`src/rtl/cpu_dbg_pkg.sv`:
```
// -----------------------------------------------------------------------------
// cpu_dbg_pkg
// Shared encodings for the CPU run controller: sequencer state, PDU command
// codes, halt-reason codes and the default counter width. Also carries the
// halt-reason priority helper so every user resolves simultaneous halt
// conditions the same way.
// -----------------------------------------------------------------------------
package cpu_dbg_pkg;

  localparam int CNT_W_DEFAULT = 32;
  localparam int PC_W_DEFAULT  = 32;

  // Sequencer states. cpu_en is high exactly in ST_STEP and ST_RUN.
  typedef enum logic [1:0] {
    ST_HALT = 2'b00,
    ST_STEP = 2'b01,
    ST_RUN  = 2'b10
  } run_state_t;

  // PDU command codes.
  localparam logic [1:0] CMD_STOP = 2'b00;
  localparam logic [1:0] CMD_STEP = 2'b01;
  localparam logic [1:0] CMD_RUN  = 2'b10;
  localparam logic [1:0] CMD_CLR  = 2'b11;

  // Halt reasons reported to the PDU.
  localparam logic [2:0] HR_STOP       = 3'b000;
  localparam logic [2:0] HR_STEP       = 3'b001;
  localparam logic [2:0] HR_BREAKPOINT = 3'b010;
  localparam logic [2:0] HR_SELF_LOOP  = 3'b011;
  localparam logic [2:0] HR_LIMIT      = 3'b100;

  // Resolve the reason when several RUN halt conditions fire together:
  // breakpoint > self-loop > budget limit > STOP command.
  function automatic logic [2:0] run_halt_reason(
    input logic bp_hit,
    input logic self_loop,
    input logic limit_hit
  );
    logic [2:0] reason;
    if (bp_hit)         reason = HR_BREAKPOINT;
    else if (self_loop) reason = HR_SELF_LOOP;
    else if (limit_hit) reason = HR_LIMIT;
    else                reason = HR_STOP;
    return reason;
  endfunction

endpackage

```
`src/rtl/instr_counter.sv`:
```
// -----------------------------------------------------------------------------
// instr_counter
// CNT_W-bit up counter with synchronous clear, increment enable and a
// limit register. at_limit flags the last allowed increment: it is high when
// a non-zero limit is loaded and count == limit - 1, so exactly `limit`
// increments happen before the owner stops incrementing. A limit of zero
// never matches (unlimited).
//
// Ports:
//   clk, rst   clock, asynchronous active-low reset
//   clr        count <= 0 next cycle; wins over inc
//   inc        count <= count + 1 (wraps modulo 2^CNT_W)
//   load       limit <= load_val
//   load_val   limit value to load
//   count      current count
//   at_limit   count == limit - 1 with limit != 0
// -----------------------------------------------------------------------------
module instr_counter
  import cpu_dbg_pkg::*;
#(
  parameter int CNT_W = CNT_W_DEFAULT
) (
  input  logic             clk,
  input  logic             rst,
  input  logic             clr,
  input  logic             inc,
  input  logic             load,
  input  logic [CNT_W-1:0] load_val,
  output logic [CNT_W-1:0] count,
  output logic             at_limit
);

  localparam logic [CNT_W-1:0] ONE = {{(CNT_W-1){1'b0}}, 1'b1};

  logic [CNT_W-1:0] limit;

  always_ff @(posedge clk or negedge rst) begin
    if (!rst) begin
      count <= '0;
    end else if (clr) begin
      count <= '0;
    end else if (inc) begin
      count <= count + ONE;
    end
  end

  always_ff @(posedge clk or negedge rst) begin
    if (!rst) begin
      limit <= '0;
    end else if (load) begin
      limit <= load_val;
    end
  end

  assign at_limit = (limit != '0) && (count == (limit - ONE));

endmodule

```
`src/rtl/cpu_run_ctrl.sv`:
```
// -----------------------------------------------------------------------------
// cpu_run_ctrl
// Execution sequencer for the single-cycle RV32 CPU. Owns cpu_en, the global
// commit enable (PC register, RF write enable and mem_we are all qualified by
// it at integration). Accepts STOP/STEP/RUN/CLR_CNT from the PDU, halts on
// breakpoint, self-loop or instruction budget, and reports halt status plus a
// retired-instruction count.
//
// Command handshake: a command is taken at a rising edge where cmd_valid and
// cmd_ready are both high; cmd is sampled only at that edge. cmd_ready is low
// only during the single STEP cycle. A taken command that makes no sense in
// the current state (STEP or RUN while running) is dropped and answered by a
// one-cycle cmd_err pulse in the following cycle.
//
// Ports:
//   clk, rst      clock (rising edge), asynchronous active-low reset
//   cmd_valid     PDU command strobe
//   cmd           00 STOP, 01 STEP, 10 RUN, 11 CLR_CNT
//   cmd_ready     command accepted when high together with cmd_valid
//   cmd_err       one-cycle pulse for a non-applicable command
//   bp_en         breakpoint enable
//   bp_addr       breakpoint PC (compared against next_pc)
//   run_limit     instructions per RUN, 0 = unlimited, sampled at RUN accept
//   current_pc    CPU PC
//   next_pc       CPU next PC
//   cpu_en        registered commit enable
//   halted        high in HALT
//   halt_reason   000 STOP/reset, 001 STEP, 010 BP, 011 SELF_LOOP, 100 LIMIT
//   instr_cnt     retired instructions (cycles with cpu_en=1), wraps
//   dbg_state     sequencer state (run_state_t encoding)
// -----------------------------------------------------------------------------
module cpu_run_ctrl
  import cpu_dbg_pkg::*;
#(
  parameter int PC_W  = PC_W_DEFAULT,
  parameter int CNT_W = CNT_W_DEFAULT
) (
  input  logic             clk,
  input  logic             rst,
  input  logic             cmd_valid,
  input  logic [1:0]       cmd,
  output logic             cmd_ready,
  output logic             cmd_err,
  input  logic             bp_en,
  input  logic [PC_W-1:0]  bp_addr,
  input  logic [CNT_W-1:0] run_limit,
  input  logic [PC_W-1:0]  current_pc,
  input  logic [PC_W-1:0]  next_pc,
  output logic             cpu_en,
  output logic             halted,
  output logic [2:0]       halt_reason,
  output logic [CNT_W-1:0] instr_cnt,
  output logic [1:0]       dbg_state
);

  run_state_t state;

  logic             cmd_fire;
  logic             run_accept;
  logic             clr_accept;
  logic             stop_fire;
  logic             bad_cmd;
  logic             bp_hit;
  logic             self_loop;
  logic             budget_hit;
  logic             run_halt;
  logic             instr_at_limit_unused;
  logic [CNT_W-1:0] budget_cnt_unused;

  assign dbg_state = state;

  // ---------------------------------------------------------------------------
  // Command decode. cmd_ready is already low in ST_STEP, so cmd_fire alone
  // keeps commands out of the single-step cycle.
  // ---------------------------------------------------------------------------
  assign cmd_fire   = cmd_valid && cmd_ready;
  assign run_accept = cmd_fire && (state == ST_HALT) && (cmd == CMD_RUN);
  assign clr_accept = cmd_fire && (cmd == CMD_CLR);
  assign stop_fire  = cmd_fire && (state == ST_RUN) && (cmd == CMD_STOP);
  assign bad_cmd    = cmd_fire && (state == ST_RUN) &&
                      ((cmd == CMD_STEP) || (cmd == CMD_RUN));

  // ---------------------------------------------------------------------------
  // Halt conditions. The breakpoint looks at next_pc so the instruction
  // leading to bp_addr still commits and the CPU parks with
  // current_pc == bp_addr, unexecuted. A RUN launched from bp_addr therefore
  // executes that instruction instead of halting on it immediately.
  // ---------------------------------------------------------------------------
  assign bp_hit    = bp_en && (next_pc == bp_addr);
  assign self_loop = (next_pc == current_pc);
  assign run_halt  = bp_hit || self_loop || budget_hit || stop_fire;

  // ---------------------------------------------------------------------------
  // Sequencer. All outputs are registered so cpu_en, halted and
  // halt_reason change together on the edge that enters or leaves HALT.
  // ---------------------------------------------------------------------------
  always_ff @(posedge clk or negedge rst) begin
    if (!rst) begin
      state       <= ST_HALT;
      cpu_en      <= 1'b0;
      halted      <= 1'b1;
      halt_reason <= HR_STOP;
      cmd_ready   <= 1'b1;
      cmd_err     <= 1'b0;
    end else begin
      cmd_err <= 1'b0;
      case (state)
        ST_HALT: begin
          if (cmd_fire && (cmd == CMD_STEP)) begin
            state     <= ST_STEP;
            cpu_en    <= 1'b1;
            halted    <= 1'b0;
            cmd_ready <= 1'b0;
          end else if (run_accept) begin
            state     <= ST_RUN;
            cpu_en    <= 1'b1;
            halted    <= 1'b0;
            cmd_ready <= 1'b1;
          end
          // STOP in HALT is a harmless no-op; CLR_CNT is handled by the
          // instruction counter.
        end

        ST_STEP: begin
          // Exactly one committed instruction, then back to HALT.
          state       <= ST_HALT;
          cpu_en      <= 1'b0;
          halted      <= 1'b1;
          cmd_ready   <= 1'b1;
          halt_reason <= bp_hit ? HR_BREAKPOINT : HR_STEP;
        end

        ST_RUN: begin
          if (bad_cmd) begin
            cmd_err <= 1'b1;
          end
          if (run_halt) begin
            state       <= ST_HALT;
            cpu_en      <= 1'b0;
            halted      <= 1'b1;
            cmd_ready   <= 1'b1;
            halt_reason <= run_halt_reason(bp_hit, self_loop, budget_hit);
          end
        end

        default: begin
          state     <= ST_HALT;
          cpu_en    <= 1'b0;
          halted    <= 1'b1;
          cmd_ready <= 1'b1;
        end
      endcase
    end
  end

  // ---------------------------------------------------------------------------
  // Retired-instruction counter visible to the PDU. Its limit compare is not
  // used; the limit register stays at zero.
  // ---------------------------------------------------------------------------
  instr_counter #(
    .CNT_W (CNT_W)
  ) u_instr_cnt (
    .clk      (clk),
    .rst      (rst),
    .clr      (clr_accept),
    .inc      (cpu_en),
    .load     (1'b0),
    .load_val ({CNT_W{1'b0}}),
    .count    (instr_cnt),
    .at_limit (instr_at_limit_unused)
  );

  // ---------------------------------------------------------------------------
  // Per-RUN budget counter: zeroed and armed with run_limit when RUN is taken,
  // counts only RUN commits. Independent of instr_cnt so CLR_CNT mid-run does
  // not stretch the budget.
  // ---------------------------------------------------------------------------
  instr_counter #(
    .CNT_W (CNT_W)
  ) u_budget_cnt (
    .clk      (clk),
    .rst      (rst),
    .clr      (run_accept),
    .inc      (cpu_en && (state == ST_RUN)),
    .load     (run_accept),
    .load_val (run_limit),
    .count    (budget_cnt_unused),
    .at_limit (budget_hit)
  );

endmodule

```
`config.mk`:
```
export PLATFORM = sky130hd
export DESIGN_NAME = cpu_run_ctrl
export DESIGN_NICKNAME = d
export VERILOG_FILES = /design/src/rtl/cpu_dbg_pkg.sv /design/src/rtl/instr_counter.sv /design/src/rtl/cpu_run_ctrl.sv
export SDC_FILE = /design/constraint.sdc
export NUM_CORES = 1
export LEC_CHECK = 0
export CORE_ASPECT_RATIO = 0.9
export CORE_MARGIN = 10
export CORE_UTILIZATION = 50
export CTS_CLUSTER_SIZE = 25
export DETAILED_ROUTE_END_ITERATION = 8
export GPL_ROUTABILITY_DRIVEN = 0
export GPL_TIMING_DRIVEN = 0
export PLACE_DENSITY = 0.9
export REMOVE_ABC_BUFFERS = 1
export SLEW_MARGIN = 20
export SYNTH_ARGS = -nofsm -noshare
export SYNTH_HDL_FRONTEND = slang
export SYNTH_SLANG_ARGS = --single-unit
export TNS_END_PERCENT = 100
```
`constraint.sdc`:
```
create_clock -name clk -period 3.9 [get_ports clk]
set_input_delay 0.78 -clock clk [delete_from_list [all_inputs] [get_ports clk]]
set_output_delay 0.78 -clock clk [all_outputs]
set_load 0.01 [all_outputs]
```
==> results of run 1 <==
==> synthesized netlist by cell type (all sizes together) (2+ instances only) <==
cell type	instances	area (µm²)
buf	3	21.3
xor2	83	727
nand4	37	231
o2111ai	2	17.5
a211oi	5	42.5
a211o	2	17.5
o21ai	28	151
o211ai	4	30.0
nor3	13	70.1
a31oi	4	25.0
nand3	25	125
and4	8	71.3
o31a	2	18.8
and2	6	37.5
a21oi	18	90.1
or2	3	18.8
or4	5	41.3
nor2	87	327
nand4b	2	17.5
a22oi	2	15.0
o31ai	5	37.5
dfstp	2	52.6
o22ai	3	18.8
a21o	2	16.3
and3	13	82.6
dfrtp	103	2580
inv	19	71.3
nor4	25	178
clkbuf	28	106
nor3b	4	30.0
mux2i	3	30.0
nand2	133	499
a21boi	3	22.5
ha	7	87.6
or3	21	134
xnor2	66	578
==> worst paths after layout <==
path	cells past startpoint	slack [ns]	to
worst max-delay path	9	0.39	u_budget_cnt.count[26]
max in group asynchronous	2	2.88	halted
worst min register to register	2	0.55	u_budget_cnt.limit[27]
worst min-delay path	1	0.33	u_budget_cnt.limit[10]
min in group clk	2	0.55	u_budget_cnt.limit[27]
worst max register to register	10	0.50	dbg_state[1]
==> routing by layer <==
| layer | up-vias | global-route usage (%) | routed length, µm |
|---|---|---|---|
| met5 | - | 0 | 0 |
| li1 | 3058 | - | - |
| met4 | 0 | 9.94 | 676 |
| met3 | 47 | 8.04 | 1830 |
| met2 | 266 | 39.3 | 10400 |
| met1 | 3055 | 24.8 | 7780 |
==> state kept, by name, summed over array words and instances, names as in the netlist, 2 cells and up <==
signal and flops:
dbg_state 2, halt_reason 3, u_budget_cnt.count 32, u_budget_cnt.limit 32, u_instr_cnt.count 32
==> logic make-up after synthesis <==
logic type / after synthesis
buf+inv: 50
mux: 4
fa+ha+maj: 7
flops: 105
simple gates: 387
xor+xnor: 149
compound gates: 91
==> critical path, cell delays in order <==
cell and delay, ns:
clkdlybuf4s50_1 0.47, and2_0 0.31, nand3_2 0.62, a211oi_2 0.56, nand4_1 0.30, nor2_1 0.33, nand3_1 0.14, xor2_1 0.16
nor2_1 0.05
==> power breakdown <==
group / switching, mW / internal, mW
combinational: 0.865 / 0.781
sequential: 0.418 / 1.34
clock: 0.446 / 0.454
==> metrics by stage <==
step / setup slack (ns) / instance area (µm²) / cells / setup TNS [ns] / utilization (%)
2_1_floorplan: 0.771 / 6650 / 762 / 0 / -
3_3_place_gp: -1.87 / 8600 / 1104 / -199.43 / 64.6
3_5_place_dp: -0.206 / 8640 / 1105 / -0.644 / 64.9
4_1_cts: 0.167 / 8930 / 1121 / 0 / 67.1
5_1_grt: 0.0909 / 8940 / 1123 / 0 / 67.2
6_report: 0.387 / 8940 / 1123 / 0 / 67.2
==> timing repair <==
| action | in CTS | in global routing |
|---|---|---|
| hold endpoints to repair | 0 | 0 |
| resized for setup | 0 | 1 |
| endpoints found under the setup margin | 0 | 5 |
==> cell type report <==
| class | instances | area, µm² |
|---|---|---|
| Fill cell | 1034 | 4370 |
| Multi-Input combinational cell | 638 | 3960 |
| Sequential cell | 105 | 2630 |
| Timing Repair Buffer | 175 | 1770 |
| Clock buffer | 9 | 225 |
| Tap cell | 168 | 210 |
| Inverter | 19 | 71.3 |
| Clock inverter | 7 | 68.8 |
| Antenna cell | 2 | 5.00 |
==> flow_summary.json, run 1 <==
{
  "grt_pass1_wl_mm": 33.7,
  "detailedRoute.firstIterationViolations": 448,
  "cellPowerDensity_mw_per_mm2": 481,
  "synth_simple_gate_area_share_pct": 28.1,
  "start_util_pct": 50.9,
  "power.leakage_nw": 3.74,
  "post-cts-setup-buffer-count": 0,
  "die_width_um": 143,
  "status": "complete, no violations",
  "dominant_combinational_cell_family_by_area_after_synthesis": "simple AND/OR/NAND/NOR gates",
  "ys_seq_area_share_pct": 38.8,
  "root_buffer": "clkbuf_16",
  "maxCapViolCount": 0,
  "ir_worst_vdd_uv": 337,
  "holdBufCountCts": 0,
  "cts_made_buffers": 9,
  "period_needed_ns": 3.51,
  "muxShareOfSynthArea_pct": 0.610,
  "path_class": "in2reg",
  "post-route-period-util_pct": 90.1,
  "synth_adder_area_share_pct": 1.29,
  "drt-pass1-iter-count": 5,
  "holdCritPathClass": "in2async",
  "die_height_um": 130,
  "grt.total_usage_pct": 22.7,
  "place.port_buffers": 174,
  "ant_nets": 0,
  "crit_path_end_kind": "register",
  "synthToLayoutAreaGrowth_pct": 32.0,
  "hold_ws_ns": 0.331,
  "cp-start-kind": "input pin",
  "h-tree-depth": 3,
  "cp_data_arrival_time_ns": 3.73,
  "synthFlopType": "dfrtp_1",
  "regToRegStartpoint": "u_budget_cnt.limit[0]",
  "number_of_enable_type_register_cells_in_the_synthesized_netlist": 0,
  "grt_setup_unrepaired": "no",
  "detail_route.wl_per_cell_um": 18.4,
  "cts_tree": "yes",
  "final_max_slew_viol_count": 0,
  "wirelength_mm": 20.6,
  "synth_async_sr_flop_share_pct": 100,
  "cts.clk_slew.worst_paths_ns": 0.08,
  "largest_net_degree_at_the_start_of_global_routing": 69,
  "critPathMaxFanout": 31,
  "first_global_vias": 6523,
  "antenna_found_initial": 2,
  "detailed_place_hpwl_mm": 16.3,
  "cts-root-to-sink-buffers": 2,
  "yosys_warnings": 0,
  "grt-ovfl-total": 0,
  "layout_common_cells": "clkdlybuf4s50_1, nand2_1, dfrtp_1",
  "clk_latency_ns": 0.36,
  "post_synth_instance_area_mm2": 0.00677,
  "layout.nets": 1089,
  "dieArea_mm2": 0.0186,
  "timing_hold_violations_final": 0,
  "drt_drc_violations_left": 0,
  "clkSinkCount": 105,
  "final_common_cell": "clkdlybuf4s50_1",
  "timing.fmax_mhz": 285,
  "std_cell_rows": 40,
  "routed-via-count": 6426,
  "synth_seq_cells": 105,
  "crit_path_start": "cmd_valid",
  "synth.distinct_cells": 67,
  "crit_required_ns": 4.12,
  "synthCells": 793,
  "core_mm2": 0.0133,
  "drt-vias-per-instance": 5.72,
  "worst_clock_skew_ns": 0.0111,
  "synth_compound_gate_area_share_pct": 8.98,
  "synth_xor_xnor_area_share_pct": 19.3,
  "finalSetupViolations": 0,
  "postSynthAreaPerCell_um2": 8.54,
  "post_route_cells_drive_above_1_share_pct": 4.62,
  "worst_pin_slew_ns": 0.743,
  "top_level_ports": 175,
  "timing.max_slew.rel_slack_pct": 50.0,
  "p_total_mw": 4.30
}
Power figures use the tool's default switching activity.
==> run 2, diff against run 1 <==
CORE_UTILIZATION = 65   (was 50)
DONT_BUFFER_PORTS = 1   (was unset)
PLACE_DENSITY = 0.89   (was 0.9)
==> run 2 against run 1 <==
  * Sequential share of layout area increased by 7.4 points
  * Power decreased by 5.4%
  * Sequential power is 3% higher
  * Worst setup slack improved by 0.070 ns
  * Combinational power down 19%
  * Register-to-register slack got worse by 0.04 ns
  * Fmax is 2.0% higher
  * Clock power increased by 3.9%
  * Routed wire length is 10% lower
  * Worst hold slack got worse by 0.22 ns
  * Core utilization increased by 2.8 points
  * Critical path type is now reg2reg
==> flow_summary.json, run 2 (same netlist as run 1, synthesis figures left out) <==
{
  "holdBufCountCts": 0,
  "final_cell_count_no_fill": 908,
  "cts_tree": "yes",
  "routed-via-count": 5799,
  "die_height_um": 117,
  "post-cts-setup-buffer-count": 0,
  "final_max_slew_viol_count": 0,
  "start_util_pct": 66.4,
  "path_class": "reg2reg",
  "crit_required_ns": 4.15,
  "cp_data_arrival_time_ns": 3.69,
  "regToRegStartpoint": "dbg_state[0]",
  "place_ws_ns": 0.320,
  "holdCritPathClass": "in2async",
  "postLayoutCellArea_mm2": 0.00714,
  "std_cell_rows": 35,
  "drt-vias-per-instance": 6.39,
  "cp-start-kind": "register",
  "status": "complete, no violations",
  "detailed_place_hpwl_mm": 14.0,
  "power.leakage_nw": 3.07,
  "cts-root-to-sink-buffers": 2,
  "cts_resized": 0,
  "n_fill_cell": 783,
  "drt_drc_violations_left": 0,
  "top_level_ports": 175,
  "wirelength_mm": 18.5,
  "period_needed_ns": 3.44,
  "detailedRoute.firstIterationViolations": 576,
  "synthToLayoutAreaGrowth_pct": 5.38,
  "core_mm2": 0.0102,
  "maxCapViolCount": 0,
  "dieArea_mm2": 0.0149,
  "largest_net_degree_at_the_start_of_global_routing": 106,
  "postLayoutSetupSlackWorst_ns": 0.458,
  "final_common_cell": "nand2_1",
  "ant_nets": 0,
  "cts.clk_slew.worst_paths_ns": 0.08,
  "hold_ws_ns": 0.108,
  "crit_path_end_kind": "register",
  "finalSetupViolations": 0,
  "place.port_buffers": 0,
  "die_width_um": 128,
  "timing.fmax_mhz": 291,
  "ir_worst_vdd_uv": 370,
  "worst_pin_slew_ns": 0.792,
  "layout.nets": 915,
  "grt_setup_unrepaired": "no",
  "cts_made_buffers": 9,
  "post_route_cells_drive_above_1_share_pct": 5.39,
  "cellPowerDensity_mw_per_mm2": 570,
  "critPathMaxFanout": 31,
  "tns_ns": 0,
  "post-route-period-util_pct": 88.3,
  "layout_common_cells": "nand2_1, dfrtp_1, nor2_1",
  "placedCellCount": 892,
  "worst_clock_skew_ns": 0.0111,
  "drt-pass1-iter-count": 5,
  "root_buffer": "clkbuf_16",
  "timing.max_slew.rel_slack_pct": 46.7,
  "rr_endpoint": "u_budget_cnt.count[26]",
  "number_of_antenna_diodes": 0,
  "ff2ff_setup_slack_ns": 0.46,
  "clkSinkCount": 105,
  "clk_latency_ns": 0.36,
  "detail_route.wl_per_cell_um": 20.4,
  "reg_top3": "u_budget_cnt.count (32), u_budget_cnt.limit (32), u_instr_cnt.count (32)",
  "grt-ovfl-total": 0,
  "h-tree-depth": 3,
  "reg2reg_depth": 8,
  "antenna_found_initial": 0,
  "first_global_vias": 6094,
  "timing_hold_violations_final": 0,
  "grt.total_usage_pct": 25.0,
  "placedInstanceArea_mm2": 0.00683,
  "grt_pass1_wl_mm": 30.6
}
-- run 2: worst max path at each step --
stage	from	to	slack, ns
3_5_place_dp	cmd_valid	u_budget_cnt.count[26]	0.32
3_3_place_gp	cmd_valid	u_budget_cnt.count[26]	-0.15
6_report	dbg_state[0]	u_budget_cnt.count[26]	0.46
2_1_floorplan	cmd_valid	u_budget_cnt.count[26]	0.77
5_1_grt	dbg_state[0]	u_budget_cnt.count[30]	0.14
4_1_cts	dbg_state[0]	u_budget_cnt.count[26]	0.47
-- run 2: critical path, cell delays in order, from the launching register on --
cell and delay, ns:
dfrtp_1 0.54, nor2_1 0.36, nand3_2 0.60, a211oi_1 0.72
nand4_1 0.38, nor2_1 0.37, nand3_1 0.14, xor2_1 0.16
nor2_1 0.06
-- run 2: stage by stage --
step	util (%)	total power [mW]
6_report	69.9	4.07
5_1_grt	69.9	4.33
4_1_cts	69.9	4.05
3_5_place_dp	67.0	3.10
3_3_place_gp	66.7	2.99
2_1_floorplan	-	2.71
-- run 2: report_power, final --
group,switching [mW],total (mW),internal [mW],leakage (nW)
Combinational,0.764,1.33,0.562,1.54
Sequential,0.471,1.81,1.34,1.39
Clock,0.460,0.934,0.474,0.148
-- run 2: final cells by class --
cell class	instances	area, µm²	area share [%]
multi-input cells	638	3950	55.4
flip-flops and latches	105	2630	36.9
clock buffers	10	239	3.35
well taps	129	161	2.26
inverters	19	71.3	0.999
clock inverters	6	63.8	0.894
repair buffers	1	20.0	0.281
-- run 2: per-layer routing --
layer	up-vias	global-route usage, %	wire length (µm)
li1	2695	-	-
met1	2786	29.5	7280
met2	274	42.7	9170
met3	44	8.24	1700
met4	0	7.50	372
met5	-	0	0
